<file path="config.mk">
export PLATFORM = sky130hd
export DESIGN_NAME = hwpe_stream_sink_realign_flat
export DESIGN_NICKNAME = d
export VERILOG_FILES = /design/src/rtl/hwpe_stream_sink_realign_if.sv /design/src/rtl/hwpe_stream_sink_realign.sv /design/src/flat_wrapper.sv
export SDC_FILE = /design/constraint.sdc
export NUM_CORES = 1
export LEC_CHECK = 0
export BUFFER_PORTS_ARGS = -buffer_cell sky130_fd_sc_hd__buf_2
export CELL_PAD_IN_SITES_DETAIL_PLACEMENT = 1
export CELL_PAD_IN_SITES_GLOBAL_PLACEMENT = 1
export CORE_AREA = 2 2 108 110
export CTS_CLUSTER_SIZE = 16
export DETAILED_ROUTE_END_ITERATION = 8
export DIE_AREA = 0 0 110 112
export GPL_TIMING_DRIVEN = 0
export PLACE_DENSITY_LB_ADDON = 0.1
export SKIP_CTS_REPAIR_TIMING = 1
export SLEW_MARGIN = 5
export SYNTH_ARGS = -nofsm -noshare
export SYNTH_HDL_FRONTEND = slang
export SYNTH_SLANG_ARGS = --single-unit
</file>
<file path="constraint.sdc">
create_clock -name clk_i -period 2.8 [get_ports clk_i]
set_clock_uncertainty 0.1 [all_clocks]
set_input_delay 0 -clock clk_i [delete_from_list [all_inputs] [get_ports clk_i]]
set_output_delay 0 -clock clk_i [all_outputs]
set_load 0.02 [all_outputs]
</file>
<file path="src/rtl/hwpe_stream_sink_realign_if.sv">
// HWPE stream interface: valid/ready handshake carrying data plus byte strobes.
interface hwpe_stream_intf_stream #(
    parameter int unsigned DATA_WIDTH = 32
) ();

    localparam int unsigned STRB_W = DATA_WIDTH / 8;

    logic                    valid;
    logic                    ready;
    logic [DATA_WIDTH-1:0]   data;
    logic [STRB_W-1:0]       strb;

    modport source (output valid, output data, output strb, input ready);
    modport sink   (input valid, input data, input strb, output ready);

endinterface

</file>
<file path="src/rtl/hwpe_stream_sink_realign.sv">
// Write-side realigner: byte-rotates an aligned stream into strobed words for an unaligned TCDM store.
// Optional build macro HWPE_STREAM_SINK_REALIGN_CG_EN clocks state/cnt/data_q through cluster_clock_gating.
module hwpe_stream_sink_realign #(
    parameter int unsigned DATA_WIDTH = 32,
    parameter int unsigned OFF_W      = $clog2(DATA_WIDTH / 8)
) (
    input  logic                 clk_i,
    input  logic                 rst_ni,
    input  logic                 test_mode_i,
    input  logic                 clear_i,
    input  logic                 enable_i,
    input  logic                 realign_i,
    input  logic [OFF_W-1:0]     offset_i,
    input  logic [15:0]          line_length_i,
    output logic                 busy_o,
    output logic                 done_o,
    hwpe_stream_intf_stream.sink   stream_i,
    hwpe_stream_intf_stream.source stream_o
);

    localparam int unsigned STRB_W = DATA_WIDTH / 8;
    localparam int unsigned SH_W   = $clog2(DATA_WIDTH) + 1;
    localparam int unsigned CNT_W  = 16;

    localparam logic [STRB_W-1:0] ONES = '1;

    localparam logic [0:0] ST_STREAM = 1'b0;
    localparam logic [0:0] ST_FLUSH  = 1'b1;

    logic [0:0]            r_state;
    logic [0:0]            w_state_n;
    logic [CNT_W-1:0]      r_cnt;
    logic [CNT_W-1:0]      w_cnt_n;
    logic [DATA_WIDTH-1:0] r_data_q;
    logic [DATA_WIDTH-1:0] w_data_q_n;
    logic                  r_done;
    logic                  w_done_n;

    logic                  w_realign;
    logic                  w_active;
    logic                  w_last;
    logic                  w_hs_in;
    logic                  w_hs_out;
    logic [SH_W-1:0]       w_lo_shift;
    logic [SH_W-1:0]       w_hi_shift;
    logic [DATA_WIDTH-1:0] w_data_head;
    logic [DATA_WIDTH-1:0] w_data_carry;
    logic [STRB_W-1:0]     w_strb_head;
    logic                  w_clk_regs;
    logic                  w_unused_inputs;

    // Input strobes are meaningless on an aligned engine stream.
    assign w_unused_inputs = ^{stream_i.strb, test_mode_i};

    assign w_realign  = realign_i && (offset_i != '0);
    assign w_active   = enable_i && (line_length_i != '0);
    assign w_last     = (r_cnt == (line_length_i - 16'd1));
    assign w_hs_in    = stream_i.valid && stream_i.ready;
    assign w_hs_out   = stream_o.valid && stream_o.ready;

    assign w_lo_shift   = SH_W'(offset_i) << 3;
    assign w_hi_shift   = SH_W'(DATA_WIDTH) - w_lo_shift;
    assign w_data_head  = stream_i.data << w_lo_shift;
    assign w_data_carry = r_data_q >> w_hi_shift;
    assign w_strb_head  = ONES << offset_i;

    assign busy_o = (r_cnt != '0) || (r_state == ST_FLUSH);
    assign done_o = r_done;

    // Output word and handshake routing; zero-latency in STREAM.
    always_comb begin
        stream_o.valid = 1'b0;
        stream_o.data  = '0;
        stream_o.strb  = '0;
        stream_i.ready = 1'b0;
        if (w_active) begin
            if (r_state == ST_FLUSH) begin
                stream_o.valid = 1'b1;
                stream_o.data  = w_data_carry;
                stream_o.strb  = ~w_strb_head;
            end else begin
                stream_o.valid = stream_i.valid;
                stream_i.ready = stream_o.ready;
                if (!w_realign) begin
                    stream_o.data = stream_i.data;
                    stream_o.strb = ONES;
                end else if (r_cnt == '0) begin
                    stream_o.data = w_data_head;
                    stream_o.strb = w_strb_head;
                end else begin
                    stream_o.data = w_data_head | w_data_carry;
                    stream_o.strb = ONES;
                end
            end
        end
    end

    // Next-state: clear wins, enable_i qualifies every update.
    always_comb begin
        w_state_n  = r_state;
        w_cnt_n    = r_cnt;
        w_data_q_n = r_data_q;
        w_done_n   = 1'b0;
        if (clear_i) begin
            w_state_n  = ST_STREAM;
            w_cnt_n    = '0;
            w_data_q_n = '0;
        end else if (enable_i) begin
            if (r_state == ST_STREAM) begin
                if (w_hs_in) begin
                    w_data_q_n = stream_i.data;
                    if (w_last) begin
                        w_cnt_n = '0;
                        if (w_realign) begin
                            w_state_n = ST_FLUSH;
                        end else begin
                            w_done_n = 1'b1;
                        end
                    end else begin
                        w_cnt_n = r_cnt + 16'd1;
                    end
                end
            end else if (w_hs_out) begin
                w_state_n = ST_STREAM;
                w_done_n  = 1'b1;
            end
        end
    end

`ifdef HWPE_STREAM_SINK_REALIGN_CG_EN
    cluster_clock_gating i_cg (
        .clk_i     (clk_i),
        .en_i      (enable_i | clear_i),
        .test_en_i (test_mode_i),
        .clk_o     (w_clk_regs)
    );
`else
    assign w_clk_regs = clk_i;
`endif

    always_ff @(posedge w_clk_regs or negedge rst_ni) begin
        if (!rst_ni) begin
            r_state  <= ST_STREAM;
            r_cnt    <= '0;
            r_data_q <= '0;
        end else begin
            r_state  <= w_state_n;
            r_cnt    <= w_cnt_n;
            r_data_q <= w_data_q_n;
        end
    end

    // done stays on the free-running clock so the pulse always self-clears.
    always_ff @(posedge clk_i or negedge rst_ni) begin
        if (!rst_ni) begin
            r_done <= 1'b0;
        end else begin
            r_done <= w_done_n;
        end
    end

endmodule

</file>
<file path="src/flat_wrapper.sv">
// flat-port wrapper written by rule: the top's interface ports become plain ports
module hwpe_stream_sink_realign_flat 
#(
    parameter int unsigned DATA_WIDTH = 32,
    parameter int unsigned OFF_W      = $clog2(DATA_WIDTH / 8)
)
  (clk_i, rst_ni, test_mode_i, clear_i, enable_i, realign_i, offset_i, line_length_i, busy_o, done_o, stream_i_valid, stream_i_data, stream_i_strb, stream_i_ready, stream_o_valid, stream_o_data, stream_o_strb, stream_o_ready);
  hwpe_stream_intf_stream #(.DATA_WIDTH(DATA_WIDTH)) stream_i_i ();
  hwpe_stream_intf_stream #(.DATA_WIDTH(DATA_WIDTH)) stream_o_i ();
  input  logic clk_i;
  input  logic rst_ni;
  input  logic test_mode_i;
  input  logic clear_i;
  input  logic enable_i;
  input  logic realign_i;
  input  logic [OFF_W-1:0] offset_i;
  input  logic [15:0] line_length_i;
  output logic busy_o;
  output logic done_o;
  input wire logic [$bits(stream_i_i.valid)-1:0] stream_i_valid;
  input wire logic [$bits(stream_i_i.data)-1:0] stream_i_data;
  input wire logic [$bits(stream_i_i.strb)-1:0] stream_i_strb;
  output wire logic [$bits(stream_i_i.ready)-1:0] stream_i_ready;
  output wire logic [$bits(stream_o_i.valid)-1:0] stream_o_valid;
  output wire logic [$bits(stream_o_i.data)-1:0] stream_o_data;
  output wire logic [$bits(stream_o_i.strb)-1:0] stream_o_strb;
  input wire logic [$bits(stream_o_i.ready)-1:0] stream_o_ready;
  assign stream_i_i.valid = stream_i_valid;
  assign stream_i_i.data = stream_i_data;
  assign stream_i_i.strb = stream_i_strb;
  assign stream_i_ready = stream_i_i.ready;
  assign stream_o_valid = stream_o_i.valid;
  assign stream_o_data = stream_o_i.data;
  assign stream_o_strb = stream_o_i.strb;
  assign stream_o_i.ready = stream_o_ready;
  hwpe_stream_sink_realign #(.DATA_WIDTH(DATA_WIDTH), .OFF_W(OFF_W)) u_core (.clk_i(clk_i), .rst_ni(rst_ni), .test_mode_i(test_mode_i), .clear_i(clear_i), .enable_i(enable_i), .realign_i(realign_i), .offset_i(offset_i), .line_length_i(line_length_i), .busy_o(busy_o), .done_o(done_o), .stream_i(stream_i_i), .stream_o(stream_o_i));
endmodule
</file>
# Yosys cells after proc, flatten, opt, wreduce, memory -nomap -nowiden
# Cells that the tools add are included.
[op_classes]
n_addsub = 3
n_eq_ne = 2
n_shift = 3
n_mux = 35
bitwise_logic = 2
n_reduce_logical = 12
[ops]
columns = ["cell", "n"]
rows = [
  ["32-bit two-way mux", 8],
  ["16-bit two-way mux", 5],
  ["32-bit bitwise OR", 1],
  ["16-bit nonzero test", 2],
  ["32-bit by 5-bit << shifter with 32-bit output", 1],
  ["32-bit by 6-bit >> shifter with 32-bit output", 1],
  ["1-bit two-way mux", 18],
  ["16-bit by 1-bit adder with 16-bit output (second input constant)", 1],
  ["16-bit == test", 1],
  ["16-bit zero test", 1],
  ["4-bit two-way mux", 4],
  ["16-bit by 1-bit subtractor with 16-bit output (second input constant)", 1],
  ["2-bit nonzero test", 3],
  ["6-bit by 5-bit subtractor with 6-bit output (first input constant)", 1],
  ["1-bit logical AND", 4],
  ["4-bit inverter", 1],
  ["4-bit by 2-bit << shifter with 4-bit output (first input constant)", 1],
  ["3-bit AND reduction", 1],
  ["2-bit != test (second input constant)", 1],
  ["1-bit logical OR", 1],
]
[word_totals]
register_bits = 50
in_bits = 62
out_inout_bits = 40
elab_cells = 61

# Depth between registers and ports, before layout
[depth]
ltp_word = 8
mapped_depth = 12

# Least setup slack after synthesis
# OpenSTA, ideal clock, no wires.
[synth_path]
path_kind = "input to output"
from = "in offset_i[0]"
to = "out stream_o_data[24]"
arrival_ps = 2736
t_required_ps = 2700
path_slack_ps = -36
cell_stages = 10
path_buffers = 4
cell_sequence = "clkbuf_1 -> clkbuf_1 -> inv_1 -> ha_1 -> clkbuf_1 -> nor3_1 -> and2_1 -> clkbuf_1 -> a221oi_1 -> nor4_1"
[synth_via]
elab_chain_len = 7
elab_cells_between_ends = 10
cone_classes = "1 x add/sub; 2 x shift; 4 x mux; 1 x bitwise; 2 x reduce/logical"
[synth_rtl]
columns = ["element", "line", "source"]
rows = [
  ["start, declared", "flat_wrapper.sv:16", "input logic [OFF_W-1:0] offset_i;"],
  ["6-bit by 5-bit subtractor with 6-bit output", "hwpe_stream_sink_realign.sv:62", "assign w_hi_shift = SH_W'(DATA_WIDTH) - w_lo_shift;"],
  ["32-bit by 6-bit >> shifter with 32-bit output", "hwpe_stream_sink_realign.sv:64", "assign w_data_carry = r_data_q >> w_hi_shift;"],
  ["32-bit bitwise OR", "hwpe_stream_sink_realign.sv:91", "stream_o.data = w_data_head | w_data_carry;"],
  ["32-bit two-way mux", "hwpe_stream_sink_realign.sv:87", "end else if (r_cnt == '0) begin"],
  ["32-bit two-way mux", "hwpe_stream_sink_realign.sv:84", "if (!w_realign) begin"],
  ["32-bit two-way mux *", "hwpe_stream_sink_realign.sv:77", "if (r_state == ST_FLUSH) begin"],
  ["32-bit two-way mux *", "hwpe_stream_sink_realign.sv:76", "if (w_active) begin"],
  ["end, declared", "flat_wrapper.sv:25", "output wire logic [$bits(stream_o_i.data)-1:0] stream_o_data;"],
]
# Every way passes the cells marked *; elsewhere a longest branch is shown, timed or not.

# Worst setup path after layout
[layout_path]
from = "reg u_core.r_state"
to = "out stream_o_data[23]"
[layout_via]
elab_chain_len = 2
[layout_rtl]
columns = ["element", "line", "source"]
rows = [
  ["start, declared", "hwpe_stream_sink_realign.sv:30", "logic [0:0] r_state;"],
  ["start signal, assigned", "hwpe_stream_sink_realign.sv:147", "r_state <= w_state_n;"],
  ["32-bit two-way mux", "hwpe_stream_sink_realign.sv:77", ""],
  ["32-bit two-way mux", "hwpe_stream_sink_realign.sv:76", ""],
]
# Every way passes these cells.

==> impl_metrics.ini <==
[route]
remaining_drc_errors = 0
wire_per_inst_um = 22.16
ant_nets = 0
wirelength_um = 18220
vias_per_cell = 6.032
vias = 4958
drt_iter0_drc = 354
drt_pre_antenna_iters = 5

[synthesis]
synth.avg_cell_area_um2 = 8.305
postSynthCellCount = 544
synthFlopType = dfrtp_1
synth_seq_cells = 50
synth-async-reset-ratio = 1.000
synthesis.area_mm2 = 0.004518
yosysSeqAreaShare = 0.2769
syn-num-nets = 612
yosys_warnings = 0
yosysUniqueCellTypes = 55
synth_edf_count = 0

[placement]
place.detailed.hpwl_um = 13770
finalWeightedCongestion = 0.9085
place_area_mm2 = 0.005228
post-place-ws_ns = -0.7502
port_buffers = 96

[min_path]
hold_start = clear_i
worstHoldPathType = in2reg

[clock_network]
clock_latency_ns = 0.30
cts_num_sinks = 50
htreeDepth = 2
cts_made_buffers = 5
path_clk_slew_ns = 0.07
cts_tree = done
cts-root-buf = clkbuf_16
clockBufferDepth = 2

[sta]
fmax_mhz = 374.6
finalSetupViolations = 0
slew_headroom = 0.3949
final-max-slew-violation-count = 0
period_needed_ns = 2.669
finalCritPeriodShare = 0.9534
worst_pin_slew_ns = 0.9076
rsz0062_at_grt = false
hold_slack_ns = 0.04516
post-route-worst-setup-slack_ns = 0.1306
hold_viol_final = 0

[run_status]
status = finished, final reports clean

[finish]
num_antenna_cells = 0
layout.nets = 746
final_cell_mix = buf_2, dfrtp_1, nand2_1
areaGrowthSynthToFinish_pct = 28.77
design_area_mm2 = 0.005818
layout_commonest_cell = buf_2
drive_gt1_frac = 0.2695

[global_route]
track_usage = 0.2928
gr-total-overflow = 0
grt_pass1_vias = 4868
grt_pass1_wl_um = 27520
grt_antenna_before_repair = 0
grt_max_degree = 51

[floorplan]
coreArea_mm2 = 0.01117
num_io_pins = 102
dieArea_mm2 = 0.01232
die_w_um = 110
start_util = 0.4043
rows = 39
die_h_um = 112

[flow_run]
cap_violations = 0

[worst_setup_path]
required_ns = 2.70
critPathKind = reg2out
startpoint_type = flop
crit_start = u_core.r_state
crit_fanout = 10
regToRegStartpoint = u_core.r_state
arrival_ns = 2.57
worst_setup_path_end_kind = output port

[power_and_ir_drop]
powerDensity_mw_per_mm2 = 341.7
leakage_nw = 2.598
peakVddDrop_uv = 234.6
[Yosys cell counts, drive strengths merged, types with 3 or more instances]
| library cell | count | share of area |
|---|---|---|
| ha | 6 | 0.017 |
| nor3 | 49 | 0.066 |
| a22o | 33 | 0.064 |
| and2 | 3 | 0.0042 |
| a221oi | 8 | 0.016 |
| nand3 | 5 | 0.0055 |
| o31ai | 3 | 0.0061 |
| mux2 | 9 | 0.022 |
| nand3b | 3 | 0.0050 |
| xnor2 | 27 | 0.054 |
| a31o | 3 | 0.0058 |
| nor4 | 28 | 0.045 |
| inv | 11 | 0.0091 |
| and3 | 6 | 0.0083 |
| buf | 12 | 0.014 |
| a21oi | 35 | 0.040 |
| nand2 | 47 | 0.039 |
| a22oi | 16 | 0.027 |
| o21ai | 24 | 0.027 |
| dfrtp | 50 | 0.28 |
| o22ai | 10 | 0.014 |
| clkbuf | 37 | 0.031 |
| mux2i | 40 | 0.089 |
| nor3b | 8 | 0.014 |
| nor2 | 31 | 0.026 |
| xor2 | 6 | 0.012 |
| a211oi | 5 | 0.0083 |
| nand4 | 7 | 0.0097 |
[where the power goes]
group	switching (W)	internal (W)
Sequential	0.0000125	0.000731
Clock	0.000303	0.000338
Combinational	0.000376	0.000228
Total	0.000692	0.00130
[cell families (layout without fill, tap and decap cells)]
family,Yosys count,count (layout),synth area share
buffers and inverters,60,195,0.05428
DFF,50,50,0.2769
muxes,49,49,0.1110
AOI/OAI and AO/OA,147,147,0.2296
adders and majority gates,6,6,0.01662
xor gates and xnor gates,33,33,0.06563
and+or+nand+nor,199,199,0.2459
[registers in the layout, summed over array words and instances (netlist names)]
register         cells
u_core.r_state       1
u_core.r_cnt        16
u_core.r_data_q     32
u_core.done_o        1
[stage by stage]
stage	setup TNS (ns)	std cells	power, W	utilization
floorplan	0	544	0.001070	-
global placement	-14.13	783	0.001281	0.4678
detailed placement	-15.22	783	0.001293	0.4678
CTS	-15.87	791	0.001936	0.4809
global route	0	822	0.002078	0.5207
finish	0	822	0.001988	0.5207
[final cells by class]
type / count / area, µm²
Multi-Input combinational cell: 434 / 3157
Fill cell: 1360 / 5356
Buffer: 42 / 188.9
Clock inverter: 2 / 17.52
Tap cell: 143 / 178.9
Sequential cell: 50 / 1252
Clock buffer: 6 / 128.9
Timing Repair Buffer: 134 / 853.3
Inverter: 11 / 41.29
[final timing paths]
path	end	cells past startpoint	slack [ns]
setup reg to reg	u_core.r_data_q[6]	7	0.19
hold reg to reg	u_core.r_data_q[3]	1	0.42
max in group asynchronous	u_core.r_cnt[0]	2	1.92
hold / removal	u_core.r_cnt[3]	4	0.05
min in group asynchronous	u_core.r_data_q[10]	2	0.19
setup / recovery	stream_o_data[23]	7	0.13
[critical path: stages, from the launching register on]
cell and delay [ns]:
dfrtp_1 0.36, clkbuf_1 0.19, inv_1 0.14, clkbuf_1 0.43
clkbuf_1 0.48, a21oi_1 0.08, nor4_1 0.34, buf_2 0.23
[metal layers]
layer  part of all wire  GRT usage  wire length (µm)
met5                  0          0                 0
met4             0.0060    0.04979               109
met3              0.063    0.04215              1155
met2               0.44     0.4180              7980
met1               0.49     0.4668              8973
Note: power is estimated with default switching activity, not from simulation.
